## src/rtl/leb128_reader_pkg.sv

```systemverilog
// Shared definitions for the LEB128 reader.
//   - Error codes reported on error_code.
//   - Maximum encoded length of a 32-bit LEB128 value.
//   - FSM state encoding.
package leb128_reader_pkg;

    localparam logic [1:0] LEB_ERR_NONE     = 2'd0;
    localparam logic [1:0] LEB_ERR_TIMEOUT  = 2'd1;
    localparam logic [1:0] LEB_ERR_TOO_LONG = 2'd2;
    localparam logic [1:0] LEB_ERR_OVERFLOW = 2'd3;

    localparam int LEB_MAX_BYTES = 5;

    typedef enum logic [1:0] {
        ST_IDLE,
        ST_REQ,
        ST_DONE
    } leb_state_t;

endpackage

```

## src/rtl/leb128_reader.sv

```systemverilog
// LEB128 reader: fetches one uleb32/sleb32 value from a byte-wide ROM port
// and reports the decoded value, its encoded length and the next address.
//
// Ports:
//   clk, rst        clock, synchronous active-high reset
//   start           one-cycle decode request (sampled only when idle)
//   start_addr      address of the first encoded byte
//   signed_mode     0 = uleb32, 1 = sleb32 (sampled with start)
//   busy            decode in progress
//   done / error    one-cycle completion / abort pulses
//   error_code      0 none, 1 timeout, 2 too long, 3 overflow
//   value, length   decoded value and bytes consumed
//   next_addr       start_addr + length
//   rom_addr, rom_read_en, rom_data, rom_ready   ROM read handshake
module leb128_reader
    import leb128_reader_pkg::*;
#(
    parameter int TIMEOUT = 64
) (
    input  logic        clk,
    input  logic        rst,
    input  logic        start,
    input  logic [31:0] start_addr,
    input  logic        signed_mode,
    output logic        busy,
    output logic        done,
    output logic        error,
    output logic [1:0]  error_code,
    output logic [31:0] value,
    output logic [2:0]  length,
    output logic [31:0] next_addr,
    output logic [31:0] rom_addr,
    output logic        rom_read_en,
    input  logic [7:0]  rom_data,
    input  logic        rom_ready
);

    localparam int TW = $clog2(TIMEOUT + 1);

    leb_state_t  state_reg, state_next;
    logic [31:0] base_reg, base_next;
    logic        signed_reg, signed_next;
    logic        fail_reg, fail_next;
    logic [TW-1:0] timer_reg, timer_next;
    logic        busy_reg, busy_next;
    logic        done_reg, done_next;
    logic        error_reg, error_next;
    logic [1:0]  error_code_reg, error_code_next;
    logic [31:0] value_reg, value_next;
    logic [2:0]  length_reg, length_next;
    logic [31:0] next_addr_reg, next_addr_next;
    logic [31:0] rom_addr_reg, rom_addr_next;
    logic        rom_read_en_reg, rom_read_en_next;

    // Datapath for the byte being captured (n = length_reg).
    logic [4:0]  shamt;
    logic [4:0]  sign_pos;
    logic [31:0] merged;
    logic [31:0] ext_mask;
    logic        last_slot;
    logic        byte5_bad;

    always_comb begin
        shamt     = 5'(length_reg) * 5'd7;
        sign_pos  = shamt + 5'd6;
        // Shifting into 32 bits drops payload bits above bit 31 of byte 5.
        merged    = value_reg | (32'(rom_data[6:0]) << shamt);
        ext_mask  = 32'hFFFF_FFFF << (sign_pos + 5'd1);
        last_slot = (length_reg == 3'(LEB_MAX_BYTES - 1));
        // Byte 5 carries bits 28..34; bits 32..34 must be zero (unsigned)
        // or copies of bit 31 (signed) for the value to fit in 32 bits.
        byte5_bad = signed_reg ? (rom_data[6:4] != {3{rom_data[3]}})
                               : (rom_data[6:4] != 3'b000);
    end

    always_comb begin
        state_next       = state_reg;
        base_next        = base_reg;
        signed_next      = signed_reg;
        fail_next        = fail_reg;
        timer_next       = timer_reg;
        busy_next        = busy_reg;
        done_next        = 1'b0;
        error_next       = 1'b0;
        error_code_next  = error_code_reg;
        value_next       = value_reg;
        length_next      = length_reg;
        next_addr_next   = next_addr_reg;
        rom_addr_next    = rom_addr_reg;
        rom_read_en_next = rom_read_en_reg;

        case (state_reg)
            ST_IDLE: begin
                if (start) begin
                    base_next        = start_addr;
                    signed_next      = signed_mode;
                    fail_next        = 1'b0;
                    timer_next       = '0;
                    busy_next        = 1'b1;
                    error_code_next  = LEB_ERR_NONE;
                    value_next       = '0;
                    length_next      = '0;
                    rom_addr_next    = start_addr;
                    rom_read_en_next = 1'b1;
                    state_next       = ST_REQ;
                end
            end

            ST_REQ: begin
                if (rom_ready) begin
                    value_next    = merged;
                    length_next   = length_reg + 3'd1;
                    rom_addr_next = rom_addr_reg + 32'd1;
                    timer_next    = '0;
                    if (rom_data[7]) begin
                        if (last_slot) begin
                            fail_next        = 1'b1;
                            error_code_next  = LEB_ERR_TOO_LONG;
                            rom_read_en_next = 1'b0;
                            state_next       = ST_DONE;
                        end
                        // Otherwise keep requesting: the new address is the
                        // next request.
                    end else begin
                        // Drop the request now so the incremented address is
                        // never presented as a live read.
                        rom_read_en_next = 1'b0;
                        next_addr_next   = base_reg + 32'(length_reg) + 32'd1;
                        state_next       = ST_DONE;
                        if (last_slot) begin
                            if (byte5_bad) begin
                                fail_next       = 1'b1;
                                error_code_next = LEB_ERR_OVERFLOW;
                            end
                        end else if (signed_reg && merged[sign_pos]) begin
                            value_next = merged | ext_mask;
                        end
                    end
                end else if (timer_reg == TW'(TIMEOUT - 1)) begin
                    fail_next        = 1'b1;
                    error_code_next  = LEB_ERR_TIMEOUT;
                    rom_read_en_next = 1'b0;
                    state_next       = ST_DONE;
                end else begin
                    timer_next = timer_reg + TW'(1);
                end
            end

            ST_DONE: begin
                busy_next        = 1'b0;
                rom_read_en_next = 1'b0;
                done_next        = !fail_reg;
                error_next       = fail_reg;
                state_next       = ST_IDLE;
            end

            default: state_next = ST_IDLE;
        endcase
    end

    always_ff @(posedge clk) begin
        if (rst) begin
            state_reg       <= ST_IDLE;
            base_reg        <= '0;
            signed_reg      <= 1'b0;
            fail_reg        <= 1'b0;
            timer_reg       <= '0;
            busy_reg        <= 1'b0;
            done_reg        <= 1'b0;
            error_reg       <= 1'b0;
            error_code_reg  <= LEB_ERR_NONE;
            value_reg       <= '0;
            length_reg      <= '0;
            next_addr_reg   <= '0;
            rom_addr_reg    <= '0;
            rom_read_en_reg <= 1'b0;
        end else begin
            state_reg       <= state_next;
            base_reg        <= base_next;
            signed_reg      <= signed_next;
            fail_reg        <= fail_next;
            timer_reg       <= timer_next;
            busy_reg        <= busy_next;
            done_reg        <= done_next;
            error_reg       <= error_next;
            error_code_reg  <= error_code_next;
            value_reg       <= value_next;
            length_reg      <= length_next;
            next_addr_reg   <= next_addr_next;
            rom_addr_reg    <= rom_addr_next;
            rom_read_en_reg <= rom_read_en_next;
        end
    end

    assign busy        = busy_reg;
    assign done        = done_reg;
    assign error       = error_reg;
    assign error_code  = error_code_reg;
    assign value       = value_reg;
    assign length      = length_reg;
    assign next_addr   = next_addr_reg;
    assign rom_addr    = rom_addr_reg;
    assign rom_read_en = rom_read_en_reg;

endmodule

```

## config.mk

```make
export PLATFORM = sky130hd
export DESIGN_NAME = leb128_reader
export DESIGN_NICKNAME = d
export VERILOG_FILES = /design/src/rtl/leb128_reader_pkg.sv /design/src/rtl/leb128_reader.sv
export SDC_FILE = /design/constraint.sdc
export NUM_CORES = 1
export LEC_CHECK = 0
export ABC_AREA = 1
export CAP_MARGIN = 40
export CORE_UTILIZATION = 50
export DETAILED_ROUTE_END_ITERATION = 12
export GPL_TIMING_DRIVEN = 1
export PLACE_DENSITY_LB_ADDON = 0.08
export SYNTH_ARGS = -nofsm -noshare
export SYNTH_HDL_FRONTEND = slang
export SYNTH_SLANG_ARGS = --single-unit
```

## constraint.sdc

```tcl
create_clock -name clk -period 7.65 [get_ports clk]
set_clock_uncertainty 0.1 [all_clocks]
set_input_delay 1.53 -clock clk [delete_from_list [all_inputs] [get_ports clk]]
set_output_delay 1.53 -clock clk [all_outputs]
set_load 0.01 [all_outputs]
```

# == After elaboration in Yosys (flattened, before gate mapping) ==
# Cells that the tools add are included.
# word_totals
output_inout_bits,105
wordCells,104
in_bits,45
regBits,148
# op_classes
n_mul,1
bitwise_logic,4
n_shift,2
eq_ne,12
reduce_logical,16
mux,47
magnitude_cmp,1
n_addsub,7
# ops
operator,count
2-to-1 mux 32 bit,7
case mux 32 bit (2 select lines),2
"adder 32 x 1 -> 32 bit, second input constant",2
OR 32 bit,2
adder 32 x 3 -> 32 bit,1
"left shift 32 x 5 -> 32 bit, first input constant",1
left shift 7 x 5 -> 32 bit,1
2-to-1 mux 2 bit,11
2-to-1 mux 7 bit,3
2-to-1 mux 1 bit,14
case mux 7 bit (2 select lines),1
AND reduction 3 bit,4
"inequality test 3 bit, second input constant",3
"inequality test 4 bit, second input constant",2
case mux 2 bit (2 select lines),2
"adder 7 x 1 -> 7 bit, second input constant",1
"equality test 7 x 6 -> 1 bit, second input constant",1
"< comparator 5 x 6 -> 1 bit, second input constant",1
2-to-1 mux 3 bit,2
case mux 3 bit (2 select lines),1
nonzero test 3 bit,2
"adder 5 x 1 -> 5 bit, second input constant",1
"adder 5 x 3 -> 5 bit, second input constant",1
binary-select mux 1 bit (select 5 bit),1
18 further kinds,23

# == Longest topological paths before layout ==
# logic_depth
ltp_word,11
depth_mapped,22

# == Worst setup path after synthesis ==
# No wires, ideal clock.
# synth_timing
path_kind,register -> register
start,"register length_reg[0], in the netlist length[0]"
end,"register value_reg[3], in the netlist value[3]"
setup_slack_ns,4.131
synth_period_minus_slack_ns,3.519
arrival_ns,3.307
setup_time_ns,0.112
stages_incl_launch_ff,16
t_required_ns,7.438
n_path_buf,2
path_cell_list,dfxtp_1 fa_1 ha_1 clkbuf_1 inv_1 buf_2 ha_1 or2_2 nand2_1 nor3_1 xnor2_1 clkinv_1 nand4_1 nand2_1 nand2_1 nand2_1
# synth_between
elab_chain_cells,11
elab_cells_between_ends,16
# synth_rtl
element,line,text
"start, declared",leb128_reader.sv:50,"logic [2:0] length_reg, length_next;"
"start signal, assigned",leb128_reader.sv:188,length_reg <= length_next;
branches (longest 8 deep; another with multiplier 3 x 3 -> 5 bit),-,
2-to-1 mux 32 bit (*),leb128_reader.sv:115,if (rom_data[7]) begin
2-to-1 mux 32 bit (*),leb128_reader.sv:110,if (rom_ready) begin
case mux 32 bit (2 select lines) (*),leb128_reader.sv:92,case (state_reg)
"end signal, assigned",leb128_reader.sv:187,value_reg <= value_next;
"end, declared",leb128_reader.sv:49,"logic [31:0] value_reg, value_next;"
# Every way passes the cells marked *. The select of a mux whose other input is x is not followed.
# A chain may end at the register's enable or synchronous reset.

# == Worst setup path after layout ==
# layout_timing
start,"register length_reg[0], in the netlist length[0]"
end,"register value_reg[21], in the netlist value[21]"
# The elaborated chain is that of the path after synthesis.

==> summary.txt <==
Global route
  • GRT Overall Usage: 30.88%
  • First-pass GRT wire length: 43,880 µm
  • GRT busiest layer: met2
  • Vias in the first global route: 8,568
  • Met1 Use GR: 42.19%
  • Antenna violations before repair: 0
  • Largest net degree at the start of global routing: 58
  • GRT overflow: 0
  • Grt met3 use: 6.023%
  • Met2 Resource Use GR: 48.32%

Logic synthesis
  • Area leader, netlist: dfxtp_1
  • Area fraction of the dominant cell type after synthesis: 33.27%
  • Sequential area share after synthesis: 33.27%
  • Most frequent cell after synthesis: nand2_1
  • Post-synth cell types: 54
  • Post-synth top cells: 335 x nand2_1, 174 x inv_1, 162 x nor2_1
  • Yosys warning count: 0
  • Post-synthesis async set-or-reset flop share: 0%
  • Top post-synthesis cells by area: dfxtp_1 33%, nand2_1 14%, inv_1 7.3%
  • Syn Std Cell Area: 0.008905 mm²
  • Mean Syn Cell Area: 6.533 µm²
  • Synthesized flop and latch total: 148
  • Syn_nets: 1,430
  • Synth Instances: 1,363
  • Synth Flop Type: dfxtp_1
  • EDFF count, synth: 0

Clock tree
  • CTS tree: yes
  • Hold Buf Count CTS: 0
  • Post-CTS Resized: 0
  • Worst-path clk slew: 0.07 ns
  • CTS Sinks: 148
  • Clk root buf: clkbuf_16
  • Max clock buf depth: 2
  • Worst skew pair latency: 0.43 ns
  • CTS buffer count: 17
  • Post-CTS setup buffers: 0
  • Htree depth: 4

Worst setup path
  • Buf+Inv Stages, Crit Path: 3
  • Max Fanout on Critical Path: 18
  • Cell mode on critical path: nand2_1
  • Levels on crit path: 15
  • R2R Setup Slk: 2.84 ns
  • Worst Setup Path Type: flip-flop to flip-flop
  • Worst setup EP type: flip-flop
  • Crit path max-delay family: adder cells
  • Critical-path top delay cell: dfxtp_1
  • CP arrival: 5.08 ns
  • Worst setup SP type: flip-flop
  • Cell Chain, Critical Path: fa_1 -> ha_1 -> inv_1 -> ha_1 -> or2_2 -> nand2_1 -> xnor2_1 -> clkinv_1 -> nor2_1 -> inv_1 -> nor2_1 -> nand4_1 -> nand3_1 -> nand2_1 -> nand2_1
  • Crit-path max cell delay: 0.80 ns
  • RR Endpoint: value[21]
  • CP required: 7.92 ns
  • Worst r2r path cells: 15
  • Reg-to-Reg Start: length[0]

Flow run
  • Maxcap violations: 0

STA
  • Setup TNS: 0 ns
  • Final Setup Violations: 0
  • RSZ-0062 raised after global routing: no
  • Fin. max-slew vios: 0
  • Worst hold margin: 0.3526 ns
  • Worst slew pin tran: 0.9254 ns
  • Final period util: 62.88%
  • Post-layout min period: 4.811 ns
  • Worst slew margin: 38.08%
  • Final hold violations: 0
  • Achievable frequency: 207.9 MHz
  • PnR worst setup slack: 2.839 ns

Detailed routing
  • Via/cell ratio: 5.393
  • ANT nets after route: 0
  • DR DRC count: 0
  • Detailed-route wire length: 27,720 µm
  • Drt pass-1 iters: 5
  • DRT iter0 DRCs: 622
  • Via count: 9,287
  • Drt wl/cell: 16.10 µm

Floorplan
  • Cell row count: 48
  • Die X: 135.5 µm
  • Initial Utilization: 51.30%
  • Die height: 135.5 µm
  • IO Count: 150
  • Die footprint: 0.01835 mm²
  • Core area: 0.01736 mm²

Finish
  • Final cell count without fillers: 1,722
  • Nets: 1,551
  • Number of diodes: 0
  • Area growth syn-to-layout: 24.57%
  • Layout cell share with drive strength beyond 1: 5.478%

Place
  • Routability Congestion: 1.008
  • Port Buffer Count: 149
  • Setup WS pre-CTS: 3.001 ns
  • Final HPWL DP: 20,480 µm
  • DP Cell Count: 1,690

Min path
  • Hold Path Depth: 2
  • HP Class: flip-flop to flip-flop
  • Hold wc startpoint: timer_reg[6]
  • Min-Delay Endpoint: timer_reg[6]

Pwr
  • Pwr/cell area: 302.3 mW/mm²
  • Total Power: 3.353 mW
  • Max rail drop VDD: 0.2459 mV
  • Leak Pwr: 4.853 nW

Run status
  • Status: completed
## layer usage
layer  vias to the layer above  part of all wire (%)
li1                       4630                     -
met1                      4264                    46
met2                       356                    45
met3                        37                   7.1
met4                         0                   2.0
met5                         -                     0
## cell families after synthesis
logic type | count (synthesis) | synth area share, %
buffers and inverters | 239 | 11.03
AND/OR/NAND/NOR | 719 | 35.27
AO/OA/AOI/OAI | 180 | 11.30
flip-flops | 148 | 33.27
XOR/XNOR | 55 | 5.789
adder cells (fa/ha/maj) | 22 | 3.344
## final cells by class
cell class                 count  area, µm²
fill                        1632       6264
multi-input combinational    976       4972
sequential                   148       2963
timing repair buffer         160       1597
inverter                     181      679.4
clock buffer                  18      439.2
tap                          225      281.5
clock inverter                14      161.4
## how the worst max path moves through the flow
stage | start | endpoint
2_1_floorplan | length[0] | value[3]
3_3_place_gp | start | timer_reg[3]
3_5_place_dp | length[0] | value[18]
4_1_cts | length[0] | value[21]
5_1_grt | length[0] | value[21]
6_report | length[0] | value[21]
## worst min-delay path: cells and delay by family (launching register included)
kind / cells / cell delay (ns)
flops: 1 / 0.30
compound gates: 1 / 0.05
buf+inv: 1 / 0.06
## layout by cell type, fill, tap and decap left out, types with 2 or more instances in the layout
master,count
nand2_1,335
inv_1,174
nor2_1,157
dfxtp_1,148
clkdlybuf4s50_1,148
nand3_1,125
o21ai_0,78
a21oi_1,54
xor2_1,43
nand4_1,38
a31oi_1,24
nor3_1,19
ha_1,19
clkbuf_16,17
nor2_2,11
xnor2_1,9
buf_4,9
a22oi_1,7
nor4_1,6
nand3b_1,6
inv_2,5
inv_8,5
inv_6,4
or2_2,3
nand3_2,3
nand2_2,3
o211ai_1,3
and2_1,3
fa_1,3
nor4_2,2
a221oi_1,2
o22ai_1,2
nand2_4,2
clkinv_1,2
a211oi_1,2
clkinvlp_4,2
## where the power goes
group / internal [mW] / leakage, nW / switching [mW]
clock network: 0.475 / 0.290 / 0.385
logic: 0.512 / 3.36 / 0.911
registers: 0.915 / 1.21 / 0.155
## metrics by stage
stage	util [%]	cell area, µm²
final	63.91	11090
after global routing	63.91	11090
after CTS	63.91	11090
after detailed placement	60.45	10490
after global placement	60.21	10450
after floorplan	-	8905
(Power assumes the default switching activity.)
